File: config.mk
export PLATFORM = sky130hd
export DESIGN_NAME = bcd_to_binary
export DESIGN_NICKNAME = d
export VERILOG_FILES = /design/src/rtl/bcd_to_binary.sv
export SDC_FILE = /design/constraint.sdc
export NUM_CORES = 1
export LEC_CHECK = 0
export ABC_AREA = 1
export BUFFER_PORTS_ARGS = -buffer_cell sky130_fd_sc_hd__buf_2
export CAP_MARGIN = 20
export CORE_MARGIN = 5
export CORE_UTILIZATION = 50
export DETAILED_ROUTE_END_ITERATION = 7
export PLACE_DENSITY = 0.82
export REMOVE_ABC_BUFFERS = 1
export SLEW_MARGIN = 20
export SYNTH_ARGS = -nofsm -noshare
export SYNTH_HDL_FRONTEND = slang
export SYNTH_SLANG_ARGS = --single-unit
export TNS_END_PERCENT = 30
File: constraint.sdc
create_clock -name clk -period 4.3 [get_ports clk]
set_clock_uncertainty 0.15 [all_clocks]
set_input_delay 0.43 -clock clk [delete_from_list [all_inputs] [get_ports clk]]
set_output_delay 0.43 -clock clk [all_outputs]
set_load 0.05 [all_outputs]
File: src/rtl/bcd_to_binary.sv
// rtl/bcd_to_binary.sv - iterative BCD-to-binary converter (reverse double-dabble)
module bcd_to_binary #(
    parameter int DIGITS = 3,
    parameter int BIN_W  = 10
) (
    input  logic                  clk,
    input  logic                  rst,
    input  logic                  in_valid,
    output logic                  in_ready,
    input  logic [4*DIGITS-1:0]   bcd_in,
    output logic                  out_valid,
    input  logic                  out_ready,
    output logic [BIN_W-1:0]      bin_out,
    output logic                  err,
    output logic                  busy
);

    localparam int BCD_W  = 4 * DIGITS;
    localparam int WORK_W = BCD_W + BIN_W;
    localparam int CNT_W  = $clog2(BIN_W + 1);

    localparam longint unsigned MAX_DEC   = (64'd10 ** DIGITS) - 64'd1;
    localparam longint unsigned BIN_RANGE = 64'd1 << BIN_W;

    // The largest legal decimal operand must fit in the binary result.
    generate
        if (BIN_RANGE <= MAX_DEC) begin : g_bad_params
            $error("bcd_to_binary: BIN_W too small for DIGITS");
        end
    endgenerate

    typedef enum logic [1:0] {
        IDLE    = 2'd0,
        CONVERT = 2'd1,
        DONE    = 2'd2
    } state_t;

    state_t              r_state;
    state_t              w_next_state;
    logic [WORK_W-1:0]   r_work;
    logic [CNT_W-1:0]    r_cnt;
    logic [BIN_W-1:0]    r_bin;
    logic                r_err;
    logic                w_bad;
    logic                w_last;
    logic [WORK_W-1:0]   w_shifted;
    logic [WORK_W-1:0]   w_next_work;

    // Flag any nibble of the operand that is not a decimal digit.
    always_comb begin
        w_bad = 1'b0;
        for (int d = 0; d < DIGITS; d++) begin
            if (bcd_in[4*d +: 4] > 4'd9) begin
                w_bad = 1'b1;
            end
        end
    end

    // One iteration: shift right, then pull 3 out of every BCD digit that reached 8+.
    always_comb begin
        w_shifted   = r_work >> 1;
        w_next_work = w_shifted;
        for (int d = 0; d < DIGITS; d++) begin
            if (w_shifted[BIN_W + 4*d +: 4] >= 4'd8) begin
                w_next_work[BIN_W + 4*d +: 4] = w_shifted[BIN_W + 4*d +: 4] - 4'd3;
            end
        end
    end

    assign w_last = (r_cnt == CNT_W'(1));

    // State register.
    always_ff @(posedge clk) begin
        if (rst) begin
            r_state <= IDLE;
        end else begin
            r_state <= w_next_state;
        end
    end

    // Next-state logic.
    always_comb begin
        w_next_state = r_state;
        case (r_state)
            IDLE: begin
                if (in_valid) begin
                    w_next_state = w_bad ? DONE : CONVERT;
                end
            end
            CONVERT: begin
                if (w_last) begin
                    w_next_state = DONE;
                end
            end
            DONE: begin
                if (out_ready) begin
                    w_next_state = IDLE;
                end
            end
            default: w_next_state = IDLE;
        endcase
    end

    // Work register, iteration counter and result registers.
    always_ff @(posedge clk) begin
        if (rst) begin
            r_work <= '0;
            r_cnt  <= '0;
            r_bin  <= '0;
            r_err  <= 1'b0;
        end else begin
            case (r_state)
                IDLE: begin
                    if (in_valid) begin
                        if (w_bad) begin
                            r_bin <= '0;
                            r_err <= 1'b1;
                        end else begin
                            r_work <= {bcd_in, {BIN_W{1'b0}}};
                            r_cnt  <= CNT_W'(BIN_W);
                        end
                    end
                end
                CONVERT: begin
                    r_work <= w_next_work;
                    r_cnt  <= r_cnt - CNT_W'(1);
                    if (w_last) begin
                        r_bin <= w_next_work[BIN_W-1:0];
                        r_err <= 1'b0;
                    end
                end
                default: ;
            endcase
        end
    end

    assign in_ready  = (r_state == IDLE);
    assign busy      = (r_state == CONVERT);
    assign out_valid = (r_state == DONE);
    assign bin_out   = r_bin;
    assign err       = r_err;

endmodule

==> results of run 1 <==
==> worst min-delay path, delay by kind of cell <==
kind / cells / cell delay [ns]
buf+inv: 2 / 0.10
compound gates: 1 / 0.05
simple gates: 1 / 0.05
==> through the flow <==
step	setup WS [ns]	instances	hold WS, ns	area [um2]
floorplan	1.89	257	0.285	1790
detailed placement	1.97	334	0.304	2000
global placement	2.08	334	0.299	2000
global route	1.67	342	0.260	2140
CTS	1.80	342	0.234	2140
finish	1.81	342	0.237	2140
==> cell families after synthesis <==
kind of cell	after synthesis
DFF	38
xor gates and xnor gates	1
buffers and inverters	32
and+or+nand+nor	140
AOI/OAI and AO/OA	55
adders and majority gates	6
==> cell type report <==
type,count,share of cell area
flip-flops and latches,38,0.356
clock buffers,5,0.0322
clock inverters,3,0.0322
inverters,17,0.0299
multi-input cells,202,0.453
repair buffers,29,0.0680
well taps,48,0.0281
==> power groups by stage <==
stage / combinational (uW) / sequential, uW / clock [uW]
6_report: 245 / 402 / 367
5_1_grt: 272 / 406 / 385
4_1_cts: 245 / 402 / 368
3_5_place_dp: 244 / 410 / 0
3_3_place_gp: 240 / 410 / 0
2_1_floorplan: 131 / 463 / 0
==> cells in the mapped netlist <==
cell / number
or2_2: 1
dfxtp_1: 38
o21a_1: 2
nand3_1: 28
buf_2: 6
buf_1: 1
nand2_1: 83
nor2_1: 21
o21ai_0: 6
a21boi_0: 2
ha_1: 6
a21oi_4: 1
nand2_2: 2
o31ai_1: 1
inv_1: 16
buf_6: 1
a21oi_1: 42
buf_4: 3
inv_2: 1
nand4_1: 1
nand3b_1: 2
clkbuf_1: 4
xor2_1: 1
o211ai_1: 1
nor2_2: 2
==> state kept, by name, summed over array words and instances, names as in the netlist <==
signal	cells
r_state	2
r_cnt	4
r_work	21
err	1
bin_out	10
==> how the worst max path moves through the flow <==
| stage | depth (start not counted) | slack, ns | endpoint | start |
|---|---|---|---|---|
| after floorplan | 5 | 1.89 | err$_SDFFE_PP0P_ | r_state[1]$_SDFFE_PP0P_ |
| after global placement | 6 | 2.08 | err$_SDFFE_PP0P_ | bcd_in[6] |
| after detailed placement | 5 | 1.97 | bin_out[9]$_SDFFE_PP0P_ | bcd_in[6] |
| after CTS | 3 | 1.80 | busy | r_state[0]$_SDFFE_PP0P_ |
| after global routing | 3 | 1.67 | busy | r_state[0]$_SDFFE_PP0P_ |
| final | 3 | 1.81 | busy | r_state[0]$_SDFFE_PP0P_ |
==> layer usage <==
metal  vias to the layer above  GRT usage
met4                         0     0.0626
li1                        921          -
met1                       815      0.214
met2                        47      0.273
met5                         -          0
met3                         8     0.0477
==> results.json, run 1 <==
{
  "outcome": "finished clean",
  "netlist-cell-type-count": 25,
  "top_signal_layer_used": "met4",
  "grt_pass1_wl_um": 7000,
  "clkPwrFrac": 0.362,
  "switching_share": 0.327,
  "drcViolationCount": 0,
  "min-delay-start": "out_ready",
  "initialDrtViolationCount": 155,
  "grt_pass1_vias": 1620,
  "yosysTopAreaCellShare": 0.406,
  "maxCapViolCount": 0,
  "via_per_inst": 5.24,
  "clock.fmax_mhz": 402,
  "ys_seq_area_frac": 0.406,
  "cp.arrival_ns": 1.91,
  "grt_overflow_total": 0,
  "cts_made_buffers": 5,
  "r2r_end": "err$_SDFFE_PP0P_",
  "syn_area_mm2": 0.00188,
  "tightest_slew_ns": 0.963,
  "switchingPower_uw": 332,
  "clock_latency_ns": 0.30,
  "layout-drive-gt1-share": 0.150,
  "vias": 1791,
  "hold_violations": 0,
  "synthCells": 272,
  "r2r_slack_ns": 2.08,
  "multi_input_area_um2": 968,
  "dr.pass1.iters": 4,
  "synthTopCellsByArea": "dfxtp_1, nand2_1, a21oi_1",
  "rsz0062_at_grt": "false",
  "cts-htree-levels": 2,
  "setup_viol_count_final": 0,
  "path_clk_slew_ns": 0.07,
  "ir_drop_mv": 0.253,
  "clock_sinks": 38,
  "ff2ff_path_depth": 8,
  "dpl.hpwl_um": 2690,
  "power_density_mw_per_mm2": 475,
  "r2r_start": "r_state[0]$_SDFFE_PP0P_",
  "yosysTopAreaCell": "dfxtp_1",
  "io_pins": 30,
  "min_path_type": "input port to register",
  "p_leak_uw": 0.000952,
  "timing.final.crit_share": 0.579,
  "hold_buffers": 0,
  "crit_buf_inv": 2,
  "dieArea_mm2": 0.00508,
  "critPathTopFamily": "simple AND/OR/NAND/NOR gates",
  "final_common_cell": "nand2_1",
  "crit_path_max_incr_delay_ns": 0.74,
  "met3_length_um": 161,
  "whs_path_depth": 4,
  "seq_area_um2": 761,
  "path_class": "register to output pin",
  "wl_met1_um": 1930,
  "ant_nets": 0,
  "antenna_found_initial": 0,
  "synth_top_family_by_area": "simple AND/OR/NAND/NOR gates",
  "power_frac_seq": 0.397,
  "grt_max_degree": 26,
  "cp_cell_sequence": "inv_2 > nor2_2 > buf_2",
  "cts_setup_buffers": 0,
  "wl_um": 4090,
  "area_growth_pct": 13.9,
  "path_max_fanout": 25,
  "rows": 22,
  "critical_path_required_ns": 3.72,
  "synth.ff_latch_count": 38,
  "n_antenna_cell": 0,
  "nNetsFinal": 315,
  "wire_per_inst_um": 12.0,
  "grtUsageTotal": 0.169,
  "layout_common_cells": "nand2_1, a21oi_1, dfxtp_1",
  "p_total_uw": 1010,
  "portBuffers": 29,
  "drv_slew": 0,
  "fp.dieW_um": 71.2,
  "end_kind": "output pin",
  "cts-resized-gates": 0,
  "synth_compound_area_frac": 0.161,
  "root_buffer": "clkbuf_8",
  "synth_adder_area_share": 0.0400,
  "cp_slowest_cell": "nor2_2",
  "cts_buffer_depth": 2,
  "combinationalPowerShare": 0.241,
  "core_area_mm2": 0.00366,
  "setup_tns_ns": 0,
  "wl_met2_um": 1910,
  "post-route-min-period_ns": 2.49,
  "gp_congestion": 0.827,
  "die_h_um": 71.2,
  "yosysWarnings": 0,
  "cts_tree": "built",
  "initial_core_util": 0.512,
  "syn_area_per_cell_um2": 6.90,
  "yosys.area_share.xor_xnor": 0.00467,
  "finish.utilization": 0.583,
  "synth-simple-area-share": 0.311,
  "p_int_uw": 682,
  "maxSlewHeadroom": 0.357,
  "n_fill_cell": 338,
  "start_kind": "register",
  "synthMuxAreaShare": 0,
  "worstHoldEndpoint": "r_state[1]$_SDFFE_PP0P_"
}
(Power assumes the default switching activity.)
==> run 2, diff against run 1 <==
--- a/config.mk
+++ b/config.mk
@@ -11,7 +11,7 @@
 export CORE_MARGIN = 5
 export CORE_UTILIZATION = 50
 export DETAILED_ROUTE_END_ITERATION = 7
-export PLACE_DENSITY = 0.82
+export PLACE_DENSITY = 0.85
 export REMOVE_ABC_BUFFERS = 1
 export SLEW_MARGIN = 20
 export SYNTH_ARGS = -nofsm -noshare
==> constraint.sdc (replaced) <==
create_clock -name clk -period 2.25 [get_ports clk]
set_clock_uncertainty 0.15 [all_clocks]
set_input_delay 0.225 -clock clk [delete_from_list [all_inputs] [get_ports clk]]
set_output_delay 0.225 -clock clk [all_outputs]
set_load 0.05 [all_outputs]
==> results.json, run 2 (synthesis gave the netlist of run 1 again) <==
{
  "critical_path_required_ns": 1.88,
  "rsz0062_at_grt": "false",
  "area_growth_pct": 15.1,
  "fin_hold_ws_ns": 0.0341,
  "cts_buffer_depth": 2,
  "min_path_type": "input port to register",
  "maxSlewHeadroom": 0.637,
  "setup_viol_count_final": 0,
  "grt_max_degree": 25,
  "vias": 1811,
  "wl_um": 4220,
  "cts-htree-levels": 2,
  "dieArea_mm2": 0.00508,
  "grt_overflow_total": 0,
  "maxCapViolCount": 0,
  "layout-drive-gt1-share": 0.169,
  "cts_made_buffers": 5,
  "n_antenna_cell": 0,
  "cts_setup_buffers": 0,
  "dp.cells": 341,
  "r2r_start": "r_state[1]$_SDFFE_PP0P_",
  "ant_nets": 0,
  "end_kind": "output pin",
  "grtUsageTotal": 0.166,
  "timing.final.crit_share": 0.822,
  "max_flop_register": "r_work",
  "min-delay-start": "out_ready",
  "p_leak_uw": 0.000970,
  "grtUsageMet2": 0.285,
  "stdcell_count": 349,
  "layout_common_cells": "nand2_1, a21oi_1, dfxtp_1",
  "clock_latency_ns": 0.29,
  "crit_start": "r_state[0]$_SDFFE_PP0P_",
  "cts_tree": "built",
  "ir_drop_mv": 0.473,
  "clock.fmax_mhz": 541,
  "gr-usage-met3": 0.0337,
  "cts-resized-gates": 0,
  "hold_violations": 0,
  "p_total_uw": 1750,
  "wire_per_inst_um": 12.1,
  "grt_pass1_vias": 1656,
  "dpl.hpwl_um": 2850,
  "path_class": "register to output pin",
  "drcViolationCount": 0,
  "final_common_cell": "nand2_1",
  "outcome": "finished clean",
  "path_max_fanout": 24,
  "cp.arrival_ns": 1.47,
  "initial_core_util": 0.512,
  "start_kind": "register",
  "portBuffers": 29,
  "die_h_um": 71.2,
  "core_area_mm2": 0.00366,
  "via_per_inst": 5.19,
  "rows": 22,
  "drv_slew": 0,
  "path_clk_slew_ns": 0.07,
  "post-route-min-period_ns": 1.85,
  "antenna_found_initial": 0,
  "initialDrtViolationCount": 134,
  "tightest_slew_ns": 0.544,
  "grt_use_met1": 0.192,
  "grt_pass1_wl_um": 6830,
  "dr.pass1.iters": 4,
  "fp.dieW_um": 71.2,
  "root_buffer": "clkbuf_8",
  "top_usage_layer": "met2",
  "power_density_mw_per_mm2": 811,
  "largest_reg_flops": 21,
  "nNetsFinal": 322,
  "io_pins": 30,
  "gp_congestion": 0.782,
  "hold_buffers": 0,
  "clock_sinks": 38
}
==> run 2: cell types whose count changed in the layout (fill, tap and decap cells not counted) <==
cell / previous run / this run
buf_12: 0 / 1
buf_4: 0 / 6
bufinv_16: 2 / 0
clkbuf_8: 5 / 6
clkinv_2: 0 / 1
clkinv_4: 1 / 0
clkinvlp_4: 0 / 1
==> run 2: per-layer routing <==
metal  vias to the layer above  part of all wire
met1                       841              0.47
met3                         9             0.023
met4                         0             0.024
li1                        938                 -
met5                         -                 0
met2                        23              0.48
==> run 2: path summary, 6_finish.rpt <==
kind | end | slack, ns | cells past startpoint
worst max-delay path | busy | 0.40 | 4
worst max register to register | r_work[10]$_SDFFE_PP0P_ | 0.61 | 7
worst min-delay path | r_state[1]$_SDFFE_PP0P_ | 0.03 | 4
worst min register to register | r_work[1]$_SDFFE_PP0P_ | 0.31 | 2
==> run 2: area by class of cell <==
cell class / count / area, um2
fillers: 349 / 1500
multi-input cells: 202 / 968
flip-flops and latches: 38 / 761
repair buffers: 36 / 210
clock buffers: 6 / 82.6
inverters: 17 / 63.8
well taps: 48 / 60.1
clock inverters: 2 / 12.5
==> run 2: where the power goes <==
part / internal (uW) / switching [uW] / total, uW
Clock: 246 / 245 / 492
Sequential: 728 / 40.6 / 769
Combinational: 151 / 339 / 489
==> run 2: worst max-delay path, cell delays in order, from the launching register on <==
cell,delay [ns]
dfxtp_1,0.39
inv_2,0.09
nor2_2,0.11
buf_4,0.28
buf_2,0.32
==> run 2: metrics by stage <==
stage               setup TNS (ns)  worst slack, ns  instance area (um2)  utilization
global placement                 0            0.654                 2060        0.564
finish                           0            0.401                 2160        0.590
CTS                              0            0.397                 2160        0.590
detailed placement               0            0.620                 2060        0.564
floorplan                    -1.70           -0.157                 1790            -
global route                     0            0.342                 2160        0.590
